[src/rtl/wave_sample_gen.sv]
// Per-channel waveform sample engine: phase accumulator advanced on each sample tick,
// producing sawtooth / triangle / square / DC DAC codes with wrap-synchronous config updates.
module wave_sample_gen #(
   parameter int PHASE_W = 16,
   parameter int DATA_W  = 12
) (
   input  logic               clk,
   input  logic               rst,
   input  logic               tick,
   input  logic               enable,
   input  logic [1:0]         wave_sel,
   input  logic [PHASE_W-1:0] freq_word,
   input  logic [DATA_W-1:0]  duty,
   input  logic [DATA_W-1:0]  dc_level,
   output logic [DATA_W-1:0]  sample,
   output logic               sample_valid,
   output logic               cycle_start
);

   typedef enum logic [1:0] {
      W_SAW = 2'd0,
      W_TRI = 2'd1,
      W_SQR = 2'd2,
      W_DC  = 2'd3
   } wave_t;

   typedef struct packed {
      wave_t              sel;
      logic [PHASE_W-1:0] fw;
      logic [DATA_W-1:0]  duty;
      logic [DATA_W-1:0]  dc;
   } cfg_t;

   cfg_t               cfg_live;
   cfg_t               cfg_sh;
   logic [PHASE_W-1:0] phase;
   logic               first_flag;
   logic [PHASE_W:0]   sum;
   logic               carry;
   logic [DATA_W-1:0]  p;
   logic [DATA_W-1:0]  p2;
   logic               m;
   logic [DATA_W-1:0]  wave_val;

   always_comb begin
      cfg_live.sel  = wave_t'(wave_sel);
      cfg_live.fw   = freq_word;
      cfg_live.duty = duty;
      cfg_live.dc   = dc_level;
   end

   assign sum   = {1'b0, phase} + {1'b0, cfg_sh.fw};
   assign carry = sum[PHASE_W];
   assign p     = phase[PHASE_W-1 -: DATA_W];
   assign p2    = phase[PHASE_W-2 -: DATA_W];
   assign m     = phase[PHASE_W-1];

   // Triangle folds the second half of the period using one extra phase bit.
   always_comb begin
      wave_val = '0;
      case (cfg_sh.sel)
         W_SAW: wave_val = p;
         W_TRI: wave_val = m ? ~p2 : p2;
         W_SQR: wave_val = (p < cfg_sh.duty) ? {DATA_W{1'b1}} : '0;
         W_DC:  wave_val = cfg_sh.dc;
         default: wave_val = '0;
      endcase
   end

   always_ff @(posedge clk) begin
      if (rst) begin
         phase        <= '0;
         sample       <= '0;
         sample_valid <= 1'b0;
         cycle_start  <= 1'b0;
         cfg_sh       <= '0;
         first_flag   <= 1'b1;
      end else if (!enable) begin
         cfg_sh       <= cfg_live;
         phase        <= '0;
         first_flag   <= 1'b1;
         sample       <= '0;
         sample_valid <= 1'b0;
         cycle_start  <= 1'b0;
      end else if (tick) begin
         sample       <= wave_val;
         phase        <= sum[PHASE_W-1:0];
         sample_valid <= 1'b1;
         cycle_start  <= first_flag;
         // Config only changes at a period boundary so the waveform never glitches.
         if (carry) begin
            cfg_sh     <= cfg_live;
            first_flag <= 1'b1;
         end else begin
            first_flag <= 1'b0;
         end
      end else begin
         sample_valid <= 1'b0;
         cycle_start  <= 1'b0;
      end
   end

endmodule

[config.mk]
export PLATFORM = sky130hd
export DESIGN_NAME = wave_sample_gen
export DESIGN_NICKNAME = d
export VERILOG_FILES = /design/src/rtl/wave_sample_gen.sv
export SDC_FILE = /design/constraint.sdc
export NUM_CORES = 1
export LEC_CHECK = 0
export BUFFER_PORTS_ARGS = -buffer_cell sky130_fd_sc_hd__clkbuf_2
export CORE_ASPECT_RATIO = 0.8
export CORE_UTILIZATION = 41
export DETAILED_ROUTE_END_ITERATION = 8
export HOLD_SLACK_MARGIN = 0.15
export PLACE_DENSITY_LB_ADDON = 0.2
export SETUP_SLACK_MARGIN = 0.05
export SKIP_CTS_REPAIR_TIMING = 1
export SLEW_MARGIN = 30
export SYNTH_ARGS = -nofsm -noshare
export SYNTH_HDL_FRONTEND = slang
export SYNTH_SLANG_ARGS = --single-unit
[constraint.sdc]
create_clock -name clk -period 2.6 [get_ports clk]
set_input_delay 0.13 -clock clk [delete_from_list [all_inputs] [get_ports clk]]
set_output_delay 0.13 -clock clk [all_outputs]
set_load 0.02 [all_outputs]
# Word level (Yosys, flattened, before mapping)
# Cells that the tools add are included.
[totals]
reg_bits = 73
elab_cells = 31
in_bits = 46
out_inout_bits = 14
[op_classes]
addsub = 1
eq_ne = 5
n_mux = 8
magnitude_cmp = 1
reduce_logical = 4
bitwise_logic = 3
[ops]
columns = ["operator", "n"]
rows = [
  ["$mux W42", 3],
  ["$pmux W12 S4", 1],
  ["$mux W12", 2],
  ["$add A16 B16 Y17", 1],
  ["$lt A12 B12 Y1", 1],
  ["$not A12 Y12", 1],
  ["$eq A2 B2 Y1 const B", 2],
  ["$reduce_or A3 Y1", 1],
  ["$eq A2 B1 Y1 const B", 1],
  ["$logic_not A2 Y1", 1],
  ["$mux W1", 2],
  ["$ne A2 B1 Y1 const B", 1],
  ["$ne A2 B2 Y1 const B", 1],
  ["$not A1 Y1", 2],
  ["$reduce_and A2 Y1", 1],
  ["$reduce_or A2 Y1", 1],
]

# Logic depth before layout (Yosys ltp)
[depth]
ltp_word = 4
mapped_depth = 10
depth_no_buf = 8

# Worst setup path before layout
# OpenSTA, ideal clock, no wires.
[synth_timing]
path_kind = "register to register"
start = "register cfg_sh[24] in the netlist's numbering"
end = "register cfg_sh[41] in the netlist's numbering"
setup_ps = 67
n_path_buf = 2
stages_incl_launch_ff = 11
t_arrival_ps = 2153
required_time_ps = 2533
slack_ps = 380
period_less_slack_ps = 2220
cell_sequence = "dfxtp_1 > ha_1 > fa_1 > a211oi_1 > o211ai_1 > a31oi_4 > o21ba_1 > buf_4 > buf_6 > nand2_1 > a21oi_2"
[synth_via]
elab_chain_cells = 3
[synth_rtl]
columns = ["element", "line_no", "text"]
rows = [
  ["start, declared", "35", "cfg_t cfg_sh;"],
  ["start signal, assigned", "79", "cfg_sh <= cfg_live;"],
  ["start signal, assigned", "92", "cfg_sh <= cfg_live;"],
  ["$add A16 B16 Y17", "52", "assign sum = {1'b0, phase} + {1'b0, cfg_sh.fw};"],
  ["$ne A2 B1 Y1 (no source line)", "--", ""],
  ["$reduce_and A2 Y1 (no source line)", "--", ""],
]
# Every way passes these cells.
# A chain may end at the register's enable or synchronous reset.

# Worst setup path after layout
[layout_timing]
start = "register cfg_sh[24] in the netlist's numbering"
end = "register cfg_sh[28] in the netlist's numbering"
# Same word-level chain as after synthesis.

==> impl_metrics.yaml <==
power_and_ir_drop:
  pwr_density_cell_mw_per_mm2: 563
  p_total_uw: 2800
  seqPwrFrac_pct: 43.1
  switching_share_pct: 24.4
  ir_worst_vdd_v: 0.000386
  p_comb_share_pct: 13.3
  switchingPower_uw: 683
  power.leakage_uw: 0.00231
  internal_power_uw: 2120
  power_frac_clock_pct: 43.6
synth:
  synth_compound_area_share_pct: 21.1
  synth_flop_cell: "dfxtp_1"
  ys_seq_area_share_pct: 38.0
  avgSynthCellArea_um2: 8.44
  yosysTopAreaCell: "dfxtp_1"
  synth.distinct_cells: 44
  synth_xor_area_share_pct: 5.24
  synth-edff-count: 0
  yosysTopAreaCellShare_pct: 38.0
  netlist_instances: 455
  yosys-top-cells-area: "dfxtp_1 (38%), nand2_1 (9.4%), ha_1 (8.8%)"
  synth-simple-area-share_pct: 15.4
  ys_ff_latch: 73
  async_reset_ff_share_pct: 0
  synth_top_family_by_area: "compound AO/OA/AOI/OAI gates"
  synth_fa_ha_area_share_pct: 9.32
  yosys_warnings: 0
  syn_nets: 529
  synth_area_mm2: 0.00384
  synth_mux_area_share_pct: 5.47
critical_path:
  critPathMaxFanout: 22
  r2r_end: "cfg_sh[28]"
  r2r_slack_ns: 0.23
  path_class: "flip-flop to flip-flop"
  start_kind: "flip-flop"
  required_ns: 2.86
  arrival_ns: 2.63
  r2r_start: "cfg_sh[24]"
  cp-end-kind: "flip-flop"
  reg2reg_depth: 9
die:
  die-area_mm2: 0.00976
  die_y_um: 88.6
  rows: 31
  ios: 60
  die_w_um: 110
  core_area_mm2: 0.00908
  start_util_pct: 42.3
sta:
  fin_crit_ns: 2.37
  finalCritPeriodShare_pct: 91.3
  finalMaxSlewViolations: 0
  worstMarginPinSlew_ns: 0.959
  fin_skew_ns: 0.00654
  setup-violations-final: 0
  finalHoldViolCount: 0
  slew_headroom_pct: 35.6
  fin_setup_tns_ns: 0
  rsz0062_at_grt: "no"
  hold_slack_ns: 0.241
  fmax_mhz: 421
cells_and_area:
  antenna_cells: 0
  syn2layout_area_growth_pct: 29.4
  final_cell_mix: "nand2_1 (96), dfxtp_1 (73), clkbuf_2 (59)"
  layout_commonest_cell: "nand2_1"
  finalNetCount: 628
  drive_gt1_share_pct: 16.8
worst_hold_path:
  min_from: "tick"
  whs_endpoint: "phase[2]"
  min_path_type: "primary input to flip-flop"
  min_path_cells: 2
placement:
  place.port_buffers: 59
  place_congestion: 0.837
  post-dp-hpwl_um: 6960
clocking:
  cts_buffers: 9
  cts-root-buf: "clkbuf_16"
  worstSkewPairLatency_ns: 0.34
  cts.sinks: 73
  clock_path_buffers: 2
  clkTransAtPathRegs_ns: 0.05
  htreeDepth: 3
  cts_tree: "yes"
route:
  wl_per_cell_um: 14.6
  drt-vias-per-instance: 5.14
  drcViolationCount: 0
  routed_wl_um: 9820
  firstDrtPassIters: 4
  drt-initial-drc-count: 175
  vias: 3461
  antenna_left: 0
global_route:
  first_global_vias: 3168
  grt.overflow.total: 0
  grt_pass1_wl_um: 15400
  track_usage_pct: 21.1
  grt_max_degree: 43
  antenna_found_initial: 0
flow_run:
  drv_cap: 0
outcome:
  status: "finished clean"
## metal layers
metal / part of all wire (%) / global-route usage [%] / vias up
li1: - / - / 1791
met2: 44 / 33.2 / 74
met1: 49 / 28.9 / 1586
met5: 0 / 0 / -
met3: 5.4 / 4.49 / 10
met4: 1.1 / 6.82 / 0
## critical path, stage by stage, from the launching register on
cell and delay, ns:
dfxtp_1 0.31, ha_1 0.24, fa_1 0.44, a211oi_2 0.24
o211ai_1 0.18, a31oi_4 0.24, o21ba_1 0.21, buf_6 0.22
nand2_1 0.08, a21oi_1 0.13
## flip-flops by register name, indices dropped and copies added (netlist names)
name / flops
cycle_start: 1
cfg_sh: 42
sample: 12
sample_valid: 1
phase: 16
first_flag: 1
## cell usage after synthesis (all sizes together), types with 4 or more instances
cell type / n
nand2: 96
dfxtp: 73
a21oi: 58
ha: 27
mux2i: 21
xor2: 17
a211oi: 16
clkbuf: 16
inv: 15
a21o: 14
nor2: 14
buf: 13
o22ai: 12
o21ai: 9
o211ai: 6
xnor2: 6
nand3b: 5
nand3: 4
## layout make-up
class / instances / area [um2]
Sequential cell: 73 / 1460
Tap cell: 115 / 144
Clock buffer: 13 / 250
Multi-Input combinational cell: 338 / 2180
Inverter: 15 / 56.3
Fill cell: 894 / 4100
Timing Repair Buffer: 117 / 843
Clock inverter: 3 / 40.0
## power groups by stage
| stage | logic, uW | clock network [uW] | registers (uW) |
|---|---|---|---|
| 4_1_cts | 323 | 1240 | 1210 |
| 3_5_place_dp | 320 | 0 | 1230 |
| 2_1_floorplan | 218 | 0 | 1230 |
| 3_3_place_gp | 314 | 0 | 1230 |
| 6_report | 373 | 1220 | 1210 |
| 5_1_grt | 418 | 1280 | 1210 |
## how the worst max path moves through the flow
stage,from,endpoint,depth (start not counted)
detailed placement,cfg_sh[24],cfg_sh[32],9
CTS,cfg_sh[24],cfg_sh[32],9
global route,cfg_sh[24],cfg_sh[27],9
finish,cfg_sh[24],cfg_sh[28],9
global placement,cfg_sh[24],cfg_sh[25],9
floorplan,cfg_sh[24],cfg_sh[41],10
## cells by family after synthesis
| logic type | count (synthesis) |
|---|---|
| xor+xnor | 23 |
| mux | 21 |
| compound gates | 128 |
| buf+inv | 44 |
| simple gates | 138 |
| fa+ha+maj | 28 |
| flops | 73 |
## through the flow
step	worst slack [ns]	area [um2]	std cells	utilization, %
after global placement	0.222	4240	615	46.7
after floorplan	0.380	3840	455	-
after CTS	0.0708	4530	631	49.9
final	0.227	4970	674	54.8
after detailed placement	0.131	4240	615	46.7
after global routing	0.0762	4970	674	54.8
(Power assumes the default switching activity.)
